**config.mk**
```make
export PLATFORM = sky130hd
export DESIGN_NAME = if_id_reg
export DESIGN_NICKNAME = d
export VERILOG_FILES = /design/src/rtl/if_id_reg.sv
export SDC_FILE = /design/constraint.sdc
export NUM_CORES = 1
export LEC_CHECK = 0
export CELL_PAD_IN_SITES_DETAIL_PLACEMENT = 1
export CELL_PAD_IN_SITES_GLOBAL_PLACEMENT = 2
export CORE_AREA = 4 4 131 83
export CTS_CLUSTER_SIZE = 14
export DETAILED_ROUTE_END_ITERATION = 6
export DIE_AREA = 0 0 135 87
export HOLD_SLACK_MARGIN = 0.06
export PLACE_DENSITY = 0.86
export SYNTH_ARGS = -nofsm -noshare
export SYNTH_HDL_FRONTEND = slang
export SYNTH_SLANG_ARGS = --single-unit
export TNS_END_PERCENT = 20
```
**constraint.sdc**
```tcl
create_clock -name clk -period 1.9 [get_ports clk]
set_input_delay 0.38 -clock clk [delete_from_list [all_inputs] [get_ports clk]]
set_output_delay 0.38 -clock clk [all_outputs]
set_load 0.02 [all_outputs]
```
**src/rtl/if_id_reg.sv**
```systemverilog
// IF/ID pipeline register: captures fetch word/PC, applies flush/stall,
// and replaces repeated control words with bubbles while a branch resolves.
//
// Ports:
//   clk, rst_n (sync, active-low)
//   inst_data_i / inst_addr_i : fetched word and its PC
//   jump_flag_i / clear_i     : flush (taken redirect / pipeline flush)
//   resolve_i                 : branch resolved not-taken, leave WAIT
//   hold_i                    : stall, freezes every register
//   inst_o / inst_addr_o / valid_o : instruction handed to decode
//   wait_o, bubble_cnt_o, timeout_o : WAIT status, bubble count, sticky timeout
module if_id_reg #(
  parameter int          ADDR_W   = 16,
  parameter int          DATA_W   = 16,
  parameter logic [4:0]  OP_BEQ   = 5'h10,
  parameter logic [4:0]  OP_BLE   = 5'h11,
  parameter logic [4:0]  OP_JAL   = 5'h12,
  parameter logic [4:0]  OP_JR    = 5'h13,
  parameter int          MAX_WAIT = 8
) (
  input  logic              clk,
  input  logic              rst_n,
  input  logic [DATA_W-1:0] inst_data_i,
  input  logic [ADDR_W-1:0] inst_addr_i,
  input  logic              jump_flag_i,
  input  logic              resolve_i,
  input  logic              clear_i,
  input  logic              hold_i,
  output logic [DATA_W-1:0] inst_o,
  output logic [ADDR_W-1:0] inst_addr_o,
  output logic              valid_o,
  output logic              wait_o,
  output logic [7:0]        bubble_cnt_o,
  output logic              timeout_o
);

  typedef enum logic {
    S_RUN  = 1'b0,
    S_WAIT = 1'b1
  } state_t;

  localparam logic [7:0] WAIT_LAST = 8'(MAX_WAIT - 1);

  state_t              r_state;
  logic [7:0]          r_wait_cnt;
  logic [DATA_W-1:0]   r_inst;
  logic [ADDR_W-1:0]   r_addr;
  logic                r_valid;
  logic [7:0]          r_bcnt;
  logic                r_tmo;

  state_t              w_state_nxt;
  logic [7:0]          w_wait_nxt;
  logic [DATA_W-1:0]   w_inst_nxt;
  logic [ADDR_W-1:0]   w_addr_nxt;
  logic                w_valid_nxt;
  logic [7:0]          w_bcnt_nxt;
  logic                w_tmo_nxt;

  logic                w_flush;
  logic                w_is_ctrl;
  logic [4:0]          w_op;

  assign w_flush = clear_i | jump_flag_i;
  assign w_op    = inst_data_i[4:0];
  assign w_is_ctrl = (w_op == OP_BEQ) | (w_op == OP_BLE) |
                     (w_op == OP_JAL) | (w_op == OP_JR);

  always_ff @(posedge clk) begin
    if (!rst_n) begin
      r_state    <= S_RUN;
      r_wait_cnt <= '0;
      r_inst     <= '0;
      r_addr     <= '0;
      r_valid    <= 1'b0;
      r_bcnt     <= '0;
      r_tmo      <= 1'b0;
    end else begin
      r_state    <= w_state_nxt;
      r_wait_cnt <= w_wait_nxt;
      r_inst     <= w_inst_nxt;
      r_addr     <= w_addr_nxt;
      r_valid    <= w_valid_nxt;
      r_bcnt     <= w_bcnt_nxt;
      r_tmo      <= w_tmo_nxt;
    end
  end

  always_comb begin
    w_state_nxt = r_state;
    w_wait_nxt  = r_wait_cnt;
    w_inst_nxt  = r_inst;
    w_addr_nxt  = r_addr;
    w_valid_nxt = r_valid;
    w_bcnt_nxt  = r_bcnt;
    w_tmo_nxt   = r_tmo;
    if (w_flush) begin
      w_inst_nxt  = '0;
      w_valid_nxt = 1'b0;
      w_state_nxt = S_RUN;
      w_wait_nxt  = '0;
    end else if (hold_i) begin
      w_state_nxt = r_state;
    end else if (r_state == S_RUN) begin
      if (inst_data_i == '0) begin
        w_inst_nxt  = '0;
        w_valid_nxt = 1'b0;
      end else begin
        w_inst_nxt  = inst_data_i;
        w_addr_nxt  = inst_addr_i;
        w_valid_nxt = 1'b1;
        if (w_is_ctrl) begin
          w_state_nxt = S_WAIT;
          w_wait_nxt  = '0;
        end
      end
    end else begin
      // Repeated control word is dropped; PC of the issued one stays.
      w_inst_nxt  = '0;
      w_valid_nxt = 1'b0;
      if (r_bcnt != 8'hFF) begin
        w_bcnt_nxt = r_bcnt + 8'd1;
      end
      if (resolve_i) begin
        w_state_nxt = S_RUN;
        w_wait_nxt  = '0;
      end else if (r_wait_cnt == WAIT_LAST) begin
        w_tmo_nxt   = 1'b1;
        w_state_nxt = S_RUN;
        w_wait_nxt  = '0;
      end else begin
        w_wait_nxt = r_wait_cnt + 8'd1;
      end
    end
  end

  always_comb begin
    inst_o       = r_inst;
    inst_addr_o  = r_addr;
    valid_o      = r_valid;
    wait_o       = (r_state == S_WAIT);
    bubble_cnt_o = r_bcnt;
    timeout_o    = r_tmo;
  end

endmodule

```
==> results of run 1 <==
-- metrics by stage --
stage	TNS (ns)	hold slack (ns)	util, %	setup slack (ns)	instance area, µm²
global placement	-21.73	0.443	34.4	-0.617	3310
CTS	0	0.448	36.7	0.00600	3540
detailed placement	-23.62	0.458	34.4	-0.670	3310
finish	0	0.357	36.9	0.0527	3560
floorplan	-0.400	0.481	-	-0.0400	2190
global route	-0.00475	0.395	36.9	-0.00475	3560
-- routing by layer --
| metal | track usage (%) | vias to the layer above |
|---|---|---|
| li1 | - | 1045 |
| met1 | 16.6 | 1016 |
| met2 | 19.6 | 49 |
| met3 | 4.62 | 9 |
| met4 | 3.20 | 0 |
| met5 | 0 | - |
-- path summary, 6_finish.rpt --
| kind | from | endpoint | depth (start not counted) |
|---|---|---|---|
| max | bubble_cnt_o[4]$_SDFFE_PN0P_ | bubble_cnt_o[4] | 1 |
| min | inst_data_i[9] | inst_o[9]$_SDFFE_PP0N_ | 3 |
| max reg2reg | r_wait_cnt[5]$_SDFFE_PP0P_ | r_wait_cnt[4]$_SDFFE_PP0P_ | 4 |
| min reg2reg | inst_addr_o[3]$_SDFFE_PN0P_ | inst_addr_o[3]$_SDFFE_PN0P_ | 2 |
-- synthesized netlist by cell type, types with 3 or more instances --
cell type	number	area share, %
nand2_1	37	6.4
dfxtp_1	51	47
a22oi_1	3	1.0
a21oi_1	5	1.1
buf_2	3	0.69
nor2b_1	7	2.0
mux2i_1	18	8.3
o21ai_0	7	1.6
a22o_1	18	7.2
clkbuf_1	4	0.69
nand3_1	4	0.92
nor2_1	11	1.9
and3_1	6	1.7
or4_1	4	1.4
-- power by group through the flow --
stage          clock network (mW)  registers [mW]  logic, mW
2_1_floorplan                   0            1.14     0.0754
3_3_place_gp                    0            1.12      0.264
3_5_place_dp                    0            1.12      0.267
4_1_cts                      1.10            1.10      0.268
5_1_grt                      1.15            1.10      0.285
6_report                     1.07            1.10      0.264
-- cells by family (layout without fill, tap and decap cells) --
kind of cell / after synthesis / after routing / share of synthesized area (%)
other cells: 0 / 1 / 0
buf+inv: 12 / 123 / 2.92
simple gates: 90 / 91 / 22.6
xor+xnor: 1 / 1 / 0.401
flops: 51 / 51 / 46.8
fa+ha+maj: 2 / 2 / 1.15
compound gates: 48 / 48 / 17.9
mux: 18 / 18 / 8.26
-- worst register-to-register path: cells and delay by family, from the launching register on --
| family | cells | cell delay (ns) |
|---|---|---|
| AND/OR/NAND/NOR | 1 | 0.56 |
| AO/OA/AOI/OAI | 3 | 0.80 |
| flip-flops | 1 | 0.35 |
-- what timing repair did --
action | CTS | global route
endpoints found under the hold margin | 0 | 0
resized for setup | 21 | 12
pin swaps | 6 | 6
cloned | 1 | 0
setup buffers | 4 | 2
setup endpoints to repair | 39 | 35
-- final cells by class --
type | count | share of cell area (%)
Clock inverter | 2 | 0.985
Clock buffer | 6 | 3.90
Sequential cell | 51 | 28.7
Tap cell | 135 | 4.75
Inverter | 3 | 0.316
Antenna cell | 1 | 0.0703
Multi-Input combinational cell | 160 | 32.1
Timing Repair Buffer | 112 | 29.2
-- registers in the layout, indices dropped and copies added (netlist names) --
signal,flops
wait_o,1
valid_o,1
bubble_cnt_o,8
inst_o,16
inst_addr_o,16
r_wait_cnt,8
timeout_o,1
==> metrics, run 1 <==
routed len/inst 15.1 µm; Clock transition at path regs 0.07 ns; clock buffer depth 2; HP Class in -> reg; row count 28; layout cell share with drive strength beyond 1 17.4%; placed cell count 456; highest routed layer met4; Die ar. 11,700 µm²; Post-synth EDFFs 0; largest net degree at the start of global routing 36; sequential area share after synthesis 46.8%; via count 2,119; Fill cells 1,094; CP endpoint kind primary output; fin cells 470; worst-skew pair later-pin latency 0.30 ns; Largest delay share family, worst path buffers and inverters; highest attainable clock frequency 541 MHz; Clock power frac 44.0%; synthesis-stage register bit count 51; H-tree level count 2; Slowest-stage cell, CP clkdlybuf4s50_1; GRT Total Usage 12.6%; TritonCTS clock tree built; Layout area overhead 63.1%; WL met2 3120 µm; count of different cell masters after synthesis 47; vias in the first global route 2,267; Post-Syn Area 2180 µm²; synthesis warning total 0; number of I/O pins 81; Gate power share 10.9%; Final setup viols 0; area occupied by multi-input gates 1140 µm²; initial antenna violation count 1; ANT nets after route 0; slew margin rel. 67.9%; final wirelength 7080 µm; crit path time final 1.85 ns; Die Y-Extent 87 µm; Synth async-reset ratio 0%; dominant synthesized flop cell dfxtp_1; pins over their slew limit 0; number of port buffers 80; Setup Crit Path Kind reg -> out; WP data arrival 1.47 ns; Power per Cell Area 684 nW/µm²; die width 135 µm; commonest non-fill, non-tap cells in the layout 61 x clkdlybuf4s50_1, 51 x dfxtp_1, 37 x nand2_1; placed wire-length estimate 5410 µm; final hold violations 0; number of max-cap violations 0; CP max FO 8; post-DR vias/cell 4.51; # DRC 0; most common cell after layout, fill and taps aside clkdlybuf4s50_1; Pint 1.89 mW; clk sinks 51; Syn Inst Count 222; RSZ-0062 raised after global routing true; actual slew at the worst max-slew pin 0.477 ns; P_leak 1.38 nW; nature of the critical path startpoint register; Iter 0 DRT Violations 52; FF-to-FF setup slack 0.07 ns; WP data required 1.52 ns; DRT Pass-1 Iters 4; Tcrit/Tclk final 97.2%; Syn Area/Cell 9.83 µm²; Met1 Wirelength 3450 µm; synthesized net count 262; Register Area 1020 µm²; starting density of the core 22.6%; Seq pwr share 45.1%; first-pass GRT wire length 11,800 µm; RePlAce Congestion 0.770; clk_skew 0.00328 ns; final-stage net count 373; run status finished, final reports clean; Tot Pwr 2.43 mW; worst path cell trace clkdlybuf4s50_1; CTS Buf Count 5; area of the core 9630 µm²; worst path buffer plus inverter count 1; Hold-fix buffers, CTS 0; Overflow after GRT 0; met3 WL 430 µm; crit-path max cell delay 0.67 ns; Peak VDD IR 0.000503 V; P_sw 0.545 mW; Clock Tree Root clkbuf_16; Sw Share 22.4%
No activity file was read; power rests on OpenSTA's default activity.
==> run 2, diff against run 1 <==
--- a/config.mk
+++ b/config.mk
@@ -13,6 +13,7 @@
 export DIE_AREA = 0 0 135 87
 export HOLD_SLACK_MARGIN = 0.06
 export PLACE_DENSITY = 0.86
+export RECOVER_POWER = 100
 export SYNTH_ARGS = -nofsm -noshare
 export SYNTH_HDL_FRONTEND = slang
 export SYNTH_SLANG_ARGS = --single-unit
==> run 2 against run 1 <==
Register-to-register slack about the same. Cell count unchanged. Flip-flop and latch count unchanged. Maximum frequency about the same. Worst hold slack worse by 0.00059 ns. Via count up 0.14%. First-iteration DRC count up 17%. Critical path depth unchanged. Critical endpoint unchanged. Largest power group unchanged.
==> metrics, run 2 (synthesis gave the netlist of run 1 again) <==
CP endpoint kind primary output; crit-path max cell delay 0.67 ns; run status finished, final reports clean; area of the core 9630 µm²; Iter 0 DRT Violations 61; GRT Total Usage 12.6%; initial antenna violation count 1; largest net degree at the start of global routing 36; HP Class in -> reg; nature of the critical path startpoint register; Die ar. 11,700 µm²; Clock power frac 44.3%; vias in the first global route 2,267; WP data required 1.52 ns; crit path time final 1.85 ns; worst setup margin 0.0518 ns; Overflow after GRT 0; Clock transition at path regs 0.07 ns; Critical Path End bubble_cnt_o[4]; WP data arrival 1.47 ns; Slowest-stage cell, CP clkdlybuf4s50_1; Layout Utilization 36.7%; H-tree level count 2; Die Y-Extent 87 µm; worst-skew pair later-pin latency 0.30 ns; clk sinks 51; Final setup viols 0; post-DR vias/cell 4.51; final instance area 3540 µm²; FF-to-FF setup slack 0.07 ns; worst reg2reg path startpoint r_wait_cnt[5]$_SDFFE_PP0P_; number of max-cap violations 0; final-stage net count 373; stages on the worst setup path 1; actual slew at the worst max-slew pin 0.483 ns; Sw Share 22.5%; die width 135 µm; routed len/inst 15.0 µm; worst path cell trace clkdlybuf4s50_1; CTS Buf Count 5; Post-DP Area 3310 µm²; Setup Crit Path Kind reg -> out; P_leak 1.49 nW; Gate power share 10.5%; worst path buffer plus inverter count 1; final hold violations 0; worst r2r dst r_wait_cnt[4]$_SDFFE_PP0P_; Fill cells 1,096; first-pass GRT wire length 11,800 µm; pins over their slew limit 0; Layout area overhead 62.0%; Peak VDD IR 0.000504 V; CP max FO 8; R2R depth 4; starting density of the core 22.6%; Largest delay share family, worst path buffers and inverters; # DRC 0; Tot Pwr 2.43 mW; placed wire-length estimate 5410 µm; Seq pwr share 45.2%; ANT nets after route 0; layout cell share with drive strength beyond 1 15.6%; number of port buffers 80; commonest non-fill, non-tap cells in the layout 51 x dfxtp_1, 40 x dlygate4sd3_1, 37 x nand2_1; row count 28; via count 2,122; CP startpoint bubble_cnt_o[4]$_SDFFE_PN0P_; post-place setup slack -0.670 ns; Pint 1.88 mW; Register Area 1020 µm²; Power per Cell Area 686 nW/µm²; clk_skew 0.00361 ns; Hold-fix buffers, CTS 0; RePlAce Congestion 0.770; DRT Pass-1 Iters 4; TritonCTS clock tree built; area occupied by multi-input gates 1140 µm²; final wirelength 7070 µm; highest attainable clock frequency 541 MHz; number of I/O pins 81; Tcrit/Tclk final 97.3%; slew margin rel. 67.5%; RSZ-0062 raised after global routing true; Clock Tree Root clkbuf_16; P_sw 0.547 mW; clock buffer depth 2; most common cell after layout, fill and taps aside dfxtp_1
==> run 2: changes by cell type in the layout (fill, tap and decap cells not counted), sizes merged <==
cell           previous run  this run
buf                      32        25
clkdlybuf4s50            61        21
clkbuf                    8        15
dlygate4sd3               0        40
==> run 2: final cells by class <==
| cell class | count | area share, % |
|---|---|---|
| Inverter | 3 | 0.318 |
| Tap cell | 135 | 4.78 |
| Timing Repair Buffer | 112 | 28.7 |
| Clock inverter | 2 | 0.991 |
| Antenna cell | 1 | 0.0708 |
| Sequential cell | 51 | 28.9 |
| Multi-Input combinational cell | 160 | 32.3 |
| Clock buffer | 6 | 3.93 |
==> run 2: power groups by stage <==
stage	Sequential [mW]	Combinational, mW	Clock [mW]
2_1_floorplan	1.14	0.0754	0
3_3_place_gp	1.12	0.264	0
3_5_place_dp	1.12	0.267	0
4_1_cts	1.10	0.268	1.10
5_1_grt	1.10	0.276	1.15
6_report	1.10	0.256	1.07
==> run 2: worst min-delay path by stage <==
stage                                       from                      endpoint  cells past startpoint
detailed placement        inst_o[5]$_SDFFE_PP0N_        inst_o[5]$_SDFFE_PP0N_                      1
CTS                              inst_data_i[13]       inst_o[13]$_SDFFE_PP0N_                      2
global route                      inst_data_i[9]        inst_o[9]$_SDFFE_PP0N_                      3
global placement    inst_addr_o[15]$_SDFFE_PN0P_  inst_addr_o[15]$_SDFFE_PN0P_                      2
finish                            inst_data_i[9]        inst_o[9]$_SDFFE_PP0N_                      3
floorplan             r_wait_cnt[2]$_SDFFE_PP0P_    r_wait_cnt[2]$_SDFFE_PP0P_                      2
==> run 2: routing by layer <==
layer	GRT usage, %	up-vias	routed length (µm)	share of wire (%)
li1	-	1044	-	-
met4	3.20	0	84	1.2
met3	4.62	9	418	5.9
met1	16.6	1018	3470	49
met5	0	-	0	0
met2	19.6	51	3100	44
==> run 2: repair_timing <==
item                                    CTS  global route
resized for setup                        21            12
endpoints found under the setup margin   39            35
setup buffers                             4             2
pin swaps                                 6             6
cloned                                    1             0
==> run 2: worst reg2reg max path, cell delays in order, from the launching register on <==
cell	delay [ns]
dfxtp_1	0.35
or4_4	0.56
o311ai_4	0.40
o21ai_0	0.17
a22o_1	0.25
==> run 2: metrics by stage <==
step	hold slack, ns	TNS [ns]	cells
final	0.357	0	470
after global routing	0.395	-0.00748	470
after global placement	0.443	-21.73	456
after floorplan	0.481	-0.400	222
after detailed placement	0.458	-23.62	456
after CTS	0.448	0	468
==> run 3, diff against run 2 <==
--- a/config.mk
+++ b/config.mk
@@ -5,12 +5,13 @@
 export SDC_FILE = /design/constraint.sdc
 export NUM_CORES = 1
 export LEC_CHECK = 0
+export CAP_MARGIN = 30
 export CELL_PAD_IN_SITES_DETAIL_PLACEMENT = 1
 export CELL_PAD_IN_SITES_GLOBAL_PLACEMENT = 2
-export CORE_AREA = 4 4 131 83
+export CORE_AREA = 3 3 130 82
 export CTS_CLUSTER_SIZE = 14
 export DETAILED_ROUTE_END_ITERATION = 6
-export DIE_AREA = 0 0 135 87
+export DIE_AREA = 0 0 133 85
 export HOLD_SLACK_MARGIN = 0.06
 export PLACE_DENSITY = 0.86
 export RECOVER_POWER = 100
==> run 3 against run 2 <==
Global-route usage grew 0.18 points. Maximum frequency shrank 0.84%. Sequential power is essentially flat. Die area shrank 3.7%. First-iteration DRC count shrank 39%. Via count grew 1.0%. Worst setup slack lost 0.016 ns. Worst hold slack lost 0.024 ns. Total power shrank 0.21%. Count of clock-buffer cells in the layout shrank 1. Critical endpoint is now inst_addr_o[15]$_SDFFE_PN0P_. Highest routed layer is now met5.
==> metrics, run 3 (synthesis gave the netlist of run 1 again) <==
final instance area 3610 µm²; CP startpoint inst_data_i[7]; die width 133 µm; worst path buffer plus inverter count 4; placed wire-length estimate 5410 µm; worst setup margin 0.0362 ns; antenna cells 0; WP data required 2.09 ns; final-stage net count 381; Die Y-Extent 85 µm; Critical Path End inst_addr_o[15]$_SDFFE_PN0P_; worst reg2reg path startpoint r_wait_cnt[4]$_SDFFE_PP0P_; Worst Hold Slack 0.333 ns; first-pass GRT wire length 11,700 µm; clock buffer depth 2; initial antenna violation count 1; Peak VDD IR 0.000552 V; Tot Pwr 2.42 mW; post-place setup slack -0.634 ns; stages on the worst setup path 8; final wirelength 7270 µm; Power per Cell Area 670 nW/µm²; number of I/O pins 81; routed len/inst 15.2 µm; CP max FO 7; P_leak 1.46 nW; crit path time final 1.86 ns; Setup Crit Path Kind in -> reg; vias in the first global route 2,287; worst r2r dst r_wait_cnt[1]$_SDFFE_PP0P_; Slowest-stage cell, CP or4_4; WP data arrival 2.06 ns; most common cell after layout, fill and taps aside dfxtp_1; clk sinks 51; H-tree level count 2; fin cells 477; Clock Tree Root clkbuf_16; number of max-cap violations 0; Final TNS setup 0 ns; placed cell count 461; commonest non-fill, non-tap cells in the layout 51 x dfxtp_1, 41 x clkdlybuf4s50_1, 37 x nand2_1; Tcrit/Tclk final 98.1%; actual slew at the worst max-slew pin 0.438 ns; FF-to-FF setup slack 0.08 ns; area of the core 9630 µm²; row count 28; Post-DP Area 3370 µm²; RePlAce Congestion 0.779; final hold violations 0; CP endpoint kind register; layout cell share with drive strength beyond 1 20.2%; starting density of the core 22.6%; pins over their slew limit 0; Layout area overhead 65.5%; post-DR vias/cell 4.49; clk_skew 0.00731 ns; slew margin rel. 70.5%; Iter 0 DRT Violations 37; nature of the critical path startpoint input port; Clock transition at path regs 0.07 ns; largest net degree at the start of global routing 35; DRT Pass-1 Iters 4; run status finished, final reports clean; ANT nets after route 0; # DRC 0; via count 2,144; worst path cell trace dlygate4sd2_1 > or4_4 > o41ai_4 > buf_4 > nor3_4 > buf_12 > buf_16 > mux2i_2; HP Class in -> reg; number of port buffers 80; CTS Buf Count 5; Overflow after GRT 0; GRT Total Usage 12.8%; crit-path max cell delay 0.45 ns; Die ar. 11,300 µm²; Layout Utilization 37.5%; R2R depth 5; Final setup viols 0; highest attainable clock frequency 537 MHz; worst-skew pair later-pin latency 0.30 ns; Largest delay share family, worst path buffers and inverters; TritonCTS clock tree built
-- run 3: cell types whose count changed in the layout (fill, tap and decap cells not counted), sizes merged --
cell,before,now
buf,25,39
clkdlybuf4s15,1,4
clkdlybuf4s50,21,41
clkinv,1,2
diode,1,0
dlygate4sd2,13,7
dlygate4sd3,40,20
dlymetal6s2s,3,0
nor2,13,12
-- run 3: worst min path at each step --
| stage | slack [ns] | start | endpoint | depth (start not counted) |
|---|---|---|---|---|
| 2_1_floorplan | 0.48 | r_wait_cnt[2]$_SDFFE_PP0P_ | r_wait_cnt[2]$_SDFFE_PP0P_ | 2 |
| 3_3_place_gp | 0.44 | inst_addr_o[2]$_SDFFE_PN0P_ | inst_addr_o[2]$_SDFFE_PN0P_ | 2 |
| 3_5_place_dp | 0.45 | inst_addr_o[4]$_SDFFE_PN0P_ | inst_addr_o[4]$_SDFFE_PN0P_ | 2 |
| 4_1_cts | 0.43 | inst_data_i[10] | inst_o[10]$_SDFFE_PP0N_ | 2 |
| 5_1_grt | 0.34 | inst_data_i[12] | inst_o[12]$_SDFFE_PP0N_ | 2 |
| 6_report | 0.33 | inst_data_i[12] | inst_o[12]$_SDFFE_PP0N_ | 2 |
-- run 3: area by class of cell --
cell class	instances	area [µm²]
sequential	51	1020
multi-input combinational	159	1130
inverter	3	11.3
clock buffer	5	125
clock inverter	3	43.8
tap	135	169
fill	1103	6020
timing repair buffer	121	1110
-- run 3: repair_timing --
item	in CTS	in global routing
gates cloned	1	0
setup endpoints to repair	36	20
hold buffers	0	0
buffers inserted	5	2
gates resized for setup	29	16
pin swaps	7	4
-- run 3: power breakdown --
part           total (mW)  switching [mW]  internal, mW
clock                1.05           0.429         0.622
sequential           1.10         0.00934          1.09
combinational       0.273           0.123         0.149
total                2.42           0.562          1.86
-- run 3: worst register-to-register path: stages, from the launching register on --
cell and delay [ns]:
dfxtp_1 0.31, or4_1 0.60, clkbuf_4 0.18, o311a_1 0.34
a22oi_1 0.23, nor2_1 0.06
-- run 3: per-layer routing --
layer	wire (µm)	vias to the layer above	global-route usage, %
met3	433	9	4.68
met4	61	2	1.98
met5	7	-	0
met2	3160	54	19.6
li1	-	1055	-
met1	3610	1024	17.5
==> RTL change (config.mk and constraints of run 2) <==
Change the parameter `DATA_W` from 16 to 32.
--- a/src/rtl/if_id_reg.sv
+++ b/src/rtl/if_id_reg.sv
@@ -11,7 +11,7 @@
 //   wait_o, bubble_cnt_o, timeout_o : WAIT status, bubble count, sticky timeout
 module if_id_reg #(
   parameter int          ADDR_W   = 16,
-  parameter int          DATA_W   = 16,
+  parameter int          DATA_W   = 32,
   parameter logic [4:0]  OP_BEQ   = 5'h10,
   parameter logic [4:0]  OP_BLE   = 5'h11,
   parameter logic [4:0]  OP_JAL   = 5'h12,
Interface: changed (resized inst_data_i and inst_o); port bits go from 81 to 113. The function was not compared with the original's and may differ.
==> RTL change against run 2 <==
Final cell count rose by 19%. Clock skew barely moved. First-iteration DRC count rose by 110%. Sequential cell count rose by 16. Wire length rose by 33%. Final area rose by 32%. Setup slack got worse by 1.6 ps. Area after synthesis rose by 22%. Sequential power rose by 32%. Total power rose by 40%.
==> RTL change: results (changes against run 2) <==
* Sequential share of power at 42.6% (-2.6 points)
* Vias at 2,663 (+25%)
* # placed instances at 544 (+19%)
* Worst R2R End: r_wait_cnt[7]
* Post-Route WL at 9.37 mm (+33%)
* H-tree levels at 3 (+1)
* Hold Path Origin: inst_data_i[18]
* Static Leakage at 1.92 nW (+29%)
* First-pass GRT wire length at 14.9 mm (+27%)
* Routed met1 length at 4.60 mm (+33%)
* Port Buffers at 112 (+40%)
* Post-synthesis compound-gate area fraction at 18.5% (+0.60 points)
* Layout cell share with drive strength beyond 1 at 18.8% (+3.3 points)
* Drt first-iter violations at 130 (+110%)
* Overall routing resource usage at 16.2% (+3.6 points)
* Met2 GRT Util at 25.5% (+5.9 points)
* Post-synthesis sequential area ratio at 50.6% (+3.8 points)
* FILL cells at 1,052 (-4.0%)
* Hpwl dp at 7.13 mm (+32%)
* Sw Ratio at 22.4% (-0.18 points)
* Hold Path Cell Cnt at 2 (-1)
* Syn_nets at 321 (+23%)
* Post-Synth Adder-Cell Area at 0.943% (-0.20 points)
* Cts bufs inserted at 9 (+4)
* Cts repair resizes at 19 (-9.5%)
* Yosys cell types at 49 (+4.3%)
* Combinational power at 358 µW (+40%)
* Area of placed instances at 4260 µm² (+29%)
* Status: finished, final reports clean
* R2R depth at 5 (+1)
* Fin util at 48.4% (+12 points)
* Detail Route met3 WL at 575 µm (+38%)
* Met2 Wirelength at 4.13 mm (+33%)
* Postcts setup bufs at 1 (-3)
RTL change: cell types whose count changed after synthesis, moves of 5 or more:
| cell | run 2 | this run |
|---|---|---|
| nor2b_1 | 7 | 2 |
| nor4_1 | 1 | 8 |
| nand2_1 | 37 | 42 |
| a22o_1 | 18 | 32 |
| clkbuf_1 | 4 | 11 |
| dfxtp_1 | 51 | 67 |
RTL change: final cells by class:
type	count	share of cell area (%)
inverters	2	0.161
clock buffers	9	4.83
repair buffers	158	33.1
well taps	135	3.62
clock inverters	6	1.23
multi-input cells	183	28.3
flip-flops and latches	67	28.8
RTL change: how the worst max path moves through the flow:
stage                      end            start  slack, ps
4_1_cts        inst_addr_o[10]   inst_data_i[8]          3
5_1_grt         inst_addr_o[1]  inst_data_i[12]        -20
2_1_floorplan  inst_addr_o[10]  inst_data_i[19]        230
3_5_place_dp   inst_addr_o[10]   inst_data_i[4]       -430
6_report             inst_o[7]  inst_data_i[17]         50
3_3_place_gp    inst_addr_o[9]  inst_data_i[12]       -320
